[src/rtl/axi_lite_pkg.sv]
// Shared AXI4-Lite definitions: response codes, default PROT and the
// command-master state encoding.
package axi_lite_pkg;

    localparam logic [1:0] RespOkay   = 2'b00;
    localparam logic [1:0] RespExokay = 2'b01;
    localparam logic [1:0] RespSlverr = 2'b10;
    localparam logic [1:0] RespDecerr = 2'b11;

    localparam logic [2:0] ProtDefault = 3'b000;

    typedef enum logic [2:0] {
        StIdle   = 3'd0,
        StWrReq  = 3'd1,
        StWrResp = 3'd2,
        StRdReq  = 3'd3,
        StRdData = 3'd4,
        StRsp    = 3'd5
    } mst_state_e;

endpackage

[src/rtl/axi_lite_wdog.sv]
// Saturating watchdog counter with synchronous clear and count enable.
// A Limit of 0 disables expiry entirely.
module axi_lite_wdog #(
    parameter int unsigned Limit = 256
) (
    input  logic clk_i,
    input  logic rst_ni,
    input  logic clr_i,
    input  logic en_i,
    output logic expired_o
);

    localparam int unsigned CntW = (Limit < 2) ? 1 : $clog2(Limit + 1);
    localparam logic [CntW-1:0] LimitC = CntW'(Limit);

    logic [CntW-1:0] cnt_q, cnt_d;

    always_comb begin
        cnt_d = cnt_q;
        if (clr_i) begin
            cnt_d = '0;
        end else if (en_i && (cnt_q != LimitC)) begin
            cnt_d = cnt_q + CntW'(1);
        end
    end

    always_ff @(posedge clk_i or negedge rst_ni) begin
        if (!rst_ni) begin
            cnt_q <= '0;
        end else begin
            cnt_q <= cnt_d;
        end
    end

    assign expired_o = (Limit != 0) && (cnt_q == LimitC);

endmodule

[src/rtl/axi_lite_master_cmd.sv]
// AXI4-Lite master that runs one read or write per command and returns the
// outcome on a response stream, with a watchdog flag for slow slaves.
module axi_lite_master_cmd
    import axi_lite_pkg::*;
#(
    parameter int unsigned C_M_AXI_ADDR_WIDTH = 32,
    parameter int unsigned C_M_AXI_DATA_WIDTH = 32,
    parameter int unsigned C_TIMEOUT_CYCLES   = 256,
    parameter logic [2:0]  C_M_AXI_PROT       = ProtDefault
) (
    input  logic                            M_AXI_ACLK,
    input  logic                            M_AXI_ARESETN,
    input  logic                            CMD_VALID,
    output logic                            CMD_READY,
    input  logic                            CMD_WRITE,
    input  logic [C_M_AXI_ADDR_WIDTH-1:0]   CMD_ADDR,
    input  logic [C_M_AXI_DATA_WIDTH-1:0]   CMD_WDATA,
    input  logic [C_M_AXI_DATA_WIDTH/8-1:0] CMD_WSTRB,
    output logic                            RSP_VALID,
    input  logic                            RSP_READY,
    output logic                            RSP_WRITE,
    output logic [C_M_AXI_DATA_WIDTH-1:0]   RSP_RDATA,
    output logic [1:0]                      RSP_RESP,
    output logic                            TIMEOUT,
    output logic [C_M_AXI_ADDR_WIDTH-1:0]   M_AXI_AWADDR,
    output logic [2:0]                      M_AXI_AWPROT,
    output logic                            M_AXI_AWVALID,
    input  logic                            M_AXI_AWREADY,
    output logic [C_M_AXI_DATA_WIDTH-1:0]   M_AXI_WDATA,
    output logic [C_M_AXI_DATA_WIDTH/8-1:0] M_AXI_WSTRB,
    output logic                            M_AXI_WVALID,
    input  logic                            M_AXI_WREADY,
    input  logic [1:0]                      M_AXI_BRESP,
    input  logic                            M_AXI_BVALID,
    output logic                            M_AXI_BREADY,
    output logic [C_M_AXI_ADDR_WIDTH-1:0]   M_AXI_ARADDR,
    output logic [2:0]                      M_AXI_ARPROT,
    output logic                            M_AXI_ARVALID,
    input  logic                            M_AXI_ARREADY,
    input  logic [C_M_AXI_DATA_WIDTH-1:0]   M_AXI_RDATA,
    input  logic [1:0]                      M_AXI_RRESP,
    input  logic                            M_AXI_RVALID,
    output logic                            M_AXI_RREADY
);

    localparam int unsigned StrbW = C_M_AXI_DATA_WIDTH / 8;

    // Reset asserts asynchronously but releases two clocks after the pin rises.
    logic [1:0] rst_sync_q;
    logic       rst_n;

    always_ff @(posedge M_AXI_ACLK or negedge M_AXI_ARESETN) begin
        if (!M_AXI_ARESETN) begin
            rst_sync_q <= '0;
        end else begin
            rst_sync_q <= {rst_sync_q[0], 1'b1};
        end
    end

    assign rst_n = rst_sync_q[1];

    mst_state_e                    state_q, state_d;
    logic [C_M_AXI_ADDR_WIDTH-1:0] addr_q, addr_d;
    logic [C_M_AXI_DATA_WIDTH-1:0] wdata_q, wdata_d;
    logic [StrbW-1:0]              wstrb_q, wstrb_d;
    logic                          write_q, write_d;
    logic                          awvalid_q, awvalid_d;
    logic                          wvalid_q, wvalid_d;
    logic                          aw_done_q, aw_done_d;
    logic                          w_done_q, w_done_d;
    logic [C_M_AXI_DATA_WIDTH-1:0] rdata_q, rdata_d;
    logic [1:0]                    resp_q, resp_d;

    logic cmd_hs, rsp_hs, aw_hs, w_hs, busy;

    assign cmd_hs = CMD_VALID && CMD_READY;
    assign rsp_hs = RSP_VALID && RSP_READY;
    assign aw_hs  = awvalid_q && M_AXI_AWREADY;
    assign w_hs   = wvalid_q && M_AXI_WREADY;
    assign busy   = (state_q == StWrReq) || (state_q == StWrResp) ||
                    (state_q == StRdReq) || (state_q == StRdData);

    always_comb begin
        state_d   = state_q;
        addr_d    = addr_q;
        wdata_d   = wdata_q;
        wstrb_d   = wstrb_q;
        write_d   = write_q;
        awvalid_d = awvalid_q;
        wvalid_d  = wvalid_q;
        aw_done_d = aw_done_q;
        w_done_d  = w_done_q;
        rdata_d   = rdata_q;
        resp_d    = resp_q;

        unique case (state_q)
            StIdle: begin
                if (CMD_VALID) begin
                    addr_d    = CMD_ADDR;
                    wdata_d   = CMD_WDATA;
                    wstrb_d   = CMD_WSTRB;
                    write_d   = CMD_WRITE;
                    rdata_d   = '0;
                    resp_d    = RespOkay;
                    aw_done_d = 1'b0;
                    w_done_d  = 1'b0;
                    if (CMD_WRITE) begin
                        awvalid_d = 1'b1;
                        wvalid_d  = 1'b1;
                        state_d   = StWrReq;
                    end else begin
                        state_d = StRdReq;
                    end
                end
            end
            StWrReq: begin
                if (aw_hs) begin
                    awvalid_d = 1'b0;
                    aw_done_d = 1'b1;
                end
                if (w_hs) begin
                    wvalid_d = 1'b0;
                    w_done_d = 1'b1;
                end
                if ((aw_done_q || aw_hs) && (w_done_q || w_hs)) begin
                    state_d = StWrResp;
                end
            end
            StWrResp: begin
                if (M_AXI_BVALID) begin
                    resp_d  = M_AXI_BRESP;
                    state_d = StRsp;
                end
            end
            StRdReq: begin
                if (M_AXI_ARREADY) begin
                    state_d = StRdData;
                end
            end
            StRdData: begin
                if (M_AXI_RVALID) begin
                    rdata_d = M_AXI_RDATA;
                    resp_d  = M_AXI_RRESP;
                    state_d = StRsp;
                end
            end
            StRsp: begin
                if (RSP_READY) begin
                    state_d = StIdle;
                end
            end
            default: state_d = StIdle;
        endcase
    end

    always_ff @(posedge M_AXI_ACLK or negedge rst_n) begin
        if (!rst_n) begin
            state_q   <= StIdle;
            addr_q    <= '0;
            wdata_q   <= '0;
            wstrb_q   <= '0;
            write_q   <= 1'b0;
            awvalid_q <= 1'b0;
            wvalid_q  <= 1'b0;
            aw_done_q <= 1'b0;
            w_done_q  <= 1'b0;
            rdata_q   <= '0;
            resp_q    <= '0;
        end else begin
            state_q   <= state_d;
            addr_q    <= addr_d;
            wdata_q   <= wdata_d;
            wstrb_q   <= wstrb_d;
            write_q   <= write_d;
            awvalid_q <= awvalid_d;
            wvalid_q  <= wvalid_d;
            aw_done_q <= aw_done_d;
            w_done_q  <= w_done_d;
            rdata_q   <= rdata_d;
            resp_q    <= resp_d;
        end
    end

    axi_lite_wdog #(
        .Limit(C_TIMEOUT_CYCLES)
    ) u_wdog (
        .clk_i    (M_AXI_ACLK),
        .rst_ni   (rst_n),
        .clr_i    (cmd_hs || rsp_hs),
        .en_i     (busy),
        .expired_o(TIMEOUT)
    );

    // All outputs come from registered state only; no READY-to-VALID paths.
    assign CMD_READY     = rst_n && (state_q == StIdle);
    assign RSP_VALID     = (state_q == StRsp);
    assign RSP_WRITE     = write_q;
    assign RSP_RDATA     = rdata_q;
    assign RSP_RESP      = resp_q;

    assign M_AXI_AWADDR  = addr_q;
    assign M_AXI_AWPROT  = C_M_AXI_PROT;
    assign M_AXI_AWVALID = awvalid_q;
    assign M_AXI_WDATA   = wdata_q;
    assign M_AXI_WSTRB   = wstrb_q;
    assign M_AXI_WVALID  = wvalid_q;
    assign M_AXI_BREADY  = (state_q == StWrResp);
    assign M_AXI_ARADDR  = addr_q;
    assign M_AXI_ARPROT  = C_M_AXI_PROT;
    assign M_AXI_ARVALID = (state_q == StRdReq);
    assign M_AXI_RREADY  = (state_q == StRdData);

endmodule

[config.mk]
export PLATFORM = sky130hd
export DESIGN_NAME = axi_lite_master_cmd
export DESIGN_NICKNAME = d
export VERILOG_FILES = /design/src/rtl/axi_lite_pkg.sv /design/src/rtl/axi_lite_wdog.sv /design/src/rtl/axi_lite_master_cmd.sv
export SDC_FILE = /design/constraint.sdc
export NUM_CORES = 1
export LEC_CHECK = 0
export CAP_MARGIN = 20
export CORE_UTILIZATION = 40
export DETAILED_ROUTE_END_ITERATION = 6
export PLACE_DENSITY = 0.81
export SYNTH_ARGS = -nofsm -noshare
export SYNTH_HDL_FRONTEND = slang
export SYNTH_SLANG_ARGS = --single-unit
[constraint.sdc]
create_clock -name M_AXI_ACLK -period 4.4 [get_ports M_AXI_ACLK]
set_input_delay 0.88 -clock M_AXI_ACLK [delete_from_list [all_inputs] [get_ports M_AXI_ACLK]]
set_output_delay 0.88 -clock M_AXI_ACLK [all_outputs]
set_load 0.02 [all_outputs]
==> results.md <==
* Pint at 4.37 mW
* Post-synth top cells: dfrtp_1, mux2_2, buf_4, a22o_1, nand2_1
* Worst skew pair latency at 0.41 ns
* Ys Warns at 0
* Post-DP HPWL at 9890 um
* Critical Path RT at 3.52 ns
* Unrepaired setup endpoints after global routing: no
* Register share of total power at 30.1%
* Finish-stage setup viols at 0
* Setup bufs post-CTS at 0
* Area grow syn2layout at 60.3%
* Seq/Total Area, Yosys at 59.2%
* Sw Ratio at 36.4%
* Area share of the leading cell type in the synthesized netlist at 59.2%
* DRC violation count after routing at 0
* GPL Wtd Cong at 0.812
* Antenna cells at 0
* Initial antenna violation count at 0
* Grt ovf at 0
* Yosys cell types at 42
* Final ANT Viol Nets at 0
* GRT Total Usage at 21.4%
* Number of global-route vias before repair at 3,997
* Number of placement rows at 40
* CP Launch Type: register
* Combinational cell fraction of total power at 49.6%
* Mapped Area at 5110 um^2
* WL final at 13,700 um
* Rel. slew slack at 40.7%
* Largest cells by area after synthesis: dfrtp_1, mux2_2, buf_4
* Nets at 719
* Initial Utilization at 41.9%
* CP Max Fanout at 4
* Run status: complete, no violations
* Async set or reset register ratio after synthesis at 100%
* First drt pass iteration count at 4
* CTS resizes at 0
* Hold path depth at 0
* CTS tree: built
* Fraction of layout cells with a size suffix above 1 at 19.5%
* Most numerous cell in the Yosys netlist: dfrtp_1
* Die height at 115 um
* Max-capacitance violation count at 0
* Hold Crit Class: register to register
* Routed len/inst at 17.5 um
* Largest net degree at the start of global routing at 73
* Predominant post-synthesis flop cell: dfrtp_1
* Cts hold-fix bufs at 0
* Final Power at 6.87 mW
* DRT iter0 DRCs at 316
* Worst clock skew at 0.00901 ns
* Fin util at 67.1%
* Mean post-synth cell area at 13.8 um^2
* Leak pwr at 3.45 nW
* Tcrit/Tclk final at 72.6%
* Clock share of power at 20.3%
* Worst-margin pin slew at 0.890 ns
* Fin crit period at 3.19 ns
* Reg2reg path depth at 4
* VDD IR max at 478 uV
* Die area at 13,200 um^2
* Die W at 115 um
* # H-tree levels at 4
* Clock root buffer: clkbuf_16
* Core area at 12,200 um^2
* Number of synthesized flops with an enable pin at 0
* Fmax at 313 MHz
* CTS sink count at 121
* Worst-path clk slew at 0.05 ns
* Max-slew violations at 0
* Sw power at 2.50 mW
* First-pass GRT wire length at 21,100 um
* Power Dens Cells at 838 nW/um^2
* Dominant cell type by area after synthesis: dfrtp_1
* Filler cells at 922
* Crit Path Category: register to primary output
* CP endpoint kind: primary output
* Num CTS Buffers at 17
* Ports at 263
* Total number of vias at 3,875
* Post-Synthesis Cells at 371
* Fin Setup TNS at 0 ns
* Count of buffers from port buffering at 256
* Number of synthesized register bits at 121
* Final hold vios at 0
* Clock Path Buffers at 2
* Worst EP arrival at 2.31 ns
* Via density per instance at 4.94
[cell usage in the layout (no fill, tap or decap), types with 3 or more instances in the layout]
cell type / netlist / final
clkbuf_8: 0 / 3
clkbuf_1: 3 / 4
a22o_1: 34 / 34
mux2_2: 72 / 72
o211ai_1: 5 / 5
clkdlybuf4s50_1: 0 / 256
a31oi_1: 4 / 4
bufinv_16: 0 / 3
clkinv_2: 0 / 4
o31ai_1: 4 / 4
buf_4: 40 / 8
clkbuf_16: 0 / 17
nor2_1: 7 / 6
inv_1: 5 / 5
nand3_1: 4 / 4
nand2_1: 12 / 12
conb_1: 2 / 7
o21ai_0: 3 / 3
dfrtp_1: 121 / 120
nor3_1: 3 / 3
mux2i_1: 4 / 4
a21oi_1: 6 / 6
[state kept, by name, indices dropped and copies added (netlist names)]
| register | flops |
|---|---|
| M_AXI_ARADDR | 32 |
| M_AXI_WDATA | 32 |
| RSP_RDATA | 32 |
| u_wdog.cnt_q | 9 |
| M_AXI_WSTRB | 4 |
| state_q | 3 |
| RSP_RESP | 2 |
| rst_sync_q | 2 |
| M_AXI_AWVALID | 1 |
| M_AXI_WVALID | 1 |
| RSP_WRITE | 1 |
| aw_done_q | 1 |
| w_done_q | 1 |
[power groups by stage]
stage / Clock, mW / Sequential [mW] / Combinational [mW]
2_1_floorplan: 0 / 2.59 / 1.42
3_3_place_gp: 0 / 2.04 / 3.35
3_5_place_dp: 0 / 2.07 / 3.42
4_1_cts: 1.43 / 2.07 / 3.44
5_1_grt: 1.48 / 2.14 / 3.59
6_report: 1.40 / 2.07 / 3.41
[stage by stage]
stage          hold WS [ns]  setup slack [ns]  instance area (um^2)  cells
6_report              0.352              1.21                  8200    784
5_1_grt               0.361              1.18                  8200    784
4_1_cts               0.356              1.18                  8200    784
3_5_place_dp          0.344              1.15                  7600    752
3_3_place_gp          0.336              1.21                  7600    752
2_1_floorplan         0.331             0.958                  5130    376
[worst max-delay path: stages (launching register included)]
cell and delay, ns:
dfrtp_1 0.42, or4_4 0.58, nor3_1 0.23, clkdlybuf4s50_1 0.67
[kinds of logic after synthesis]
group | after synthesis | share of synthesized area, %
adder cells (fa/ha/maj) | 2 | 0.490
multiplexers | 76 | 16.6
other | 2 | 0.147
AND/OR/NAND/NOR | 42 | 4.85
XOR/XNOR | 1 | 0.171
flip-flops | 121 | 59.2
AO/OA/AOI/OAI | 65 | 10.4
buffers and inverters | 62 | 8.05
[layer usage]
metal  part of all wire, %  track usage [%]  up-vias
met3                   8.5             7.96       16
li1                      -                -     1761
met2                    52             37.1      197
met4                   1.2             8.48        0
met5                     0                0        -
met1                    38             23.8     1901
[cell type report]
cell class / count / area, um^2 / area share, %
inverter: 5 / 18.8 / 0.229
multi-input combinational: 193 / 1690 / 20.7
clock inverter: 8 / 118 / 1.44
sequential: 121 / 3030 / 37.0
clock buffer: 24 / 482 / 5.88
timing repair buffer: 265 / 2640 / 32.2
tap: 168 / 210 / 2.56
[final timing paths]
| path | from | end | slack, ns |
|---|---|---|---|
| setup / recovery | u_wdog.cnt_q[5]$_DFFE_PN0P_ | TIMEOUT | 1.21 |
| hold / removal | rst_sync_q[0]$_DFF_PN0_ | rst_sync_q[1]$_DFF_PN0_ | 0.35 |
| setup reg to reg | state_q[1]$_DFFE_PN0P_ | M_AXI_ARADDR[21]$_DFFE_PN0P_ | 2.04 |
| hold reg to reg | rst_sync_q[0]$_DFF_PN0_ | rst_sync_q[1]$_DFF_PN0_ | 0.35 |
| max in group asynchronous | rst_sync_q[1]$_DFF_PN0_ | M_AXI_ARADDR[16]$_DFFE_PN0P_ | 2.71 |
| min in group asynchronous | rst_sync_q[1]$_DFF_PN0_ | M_AXI_WDATA[14]$_DFFE_PN0P_ | 0.55 |
No activity file was read; power rests on OpenSTA's default activity.
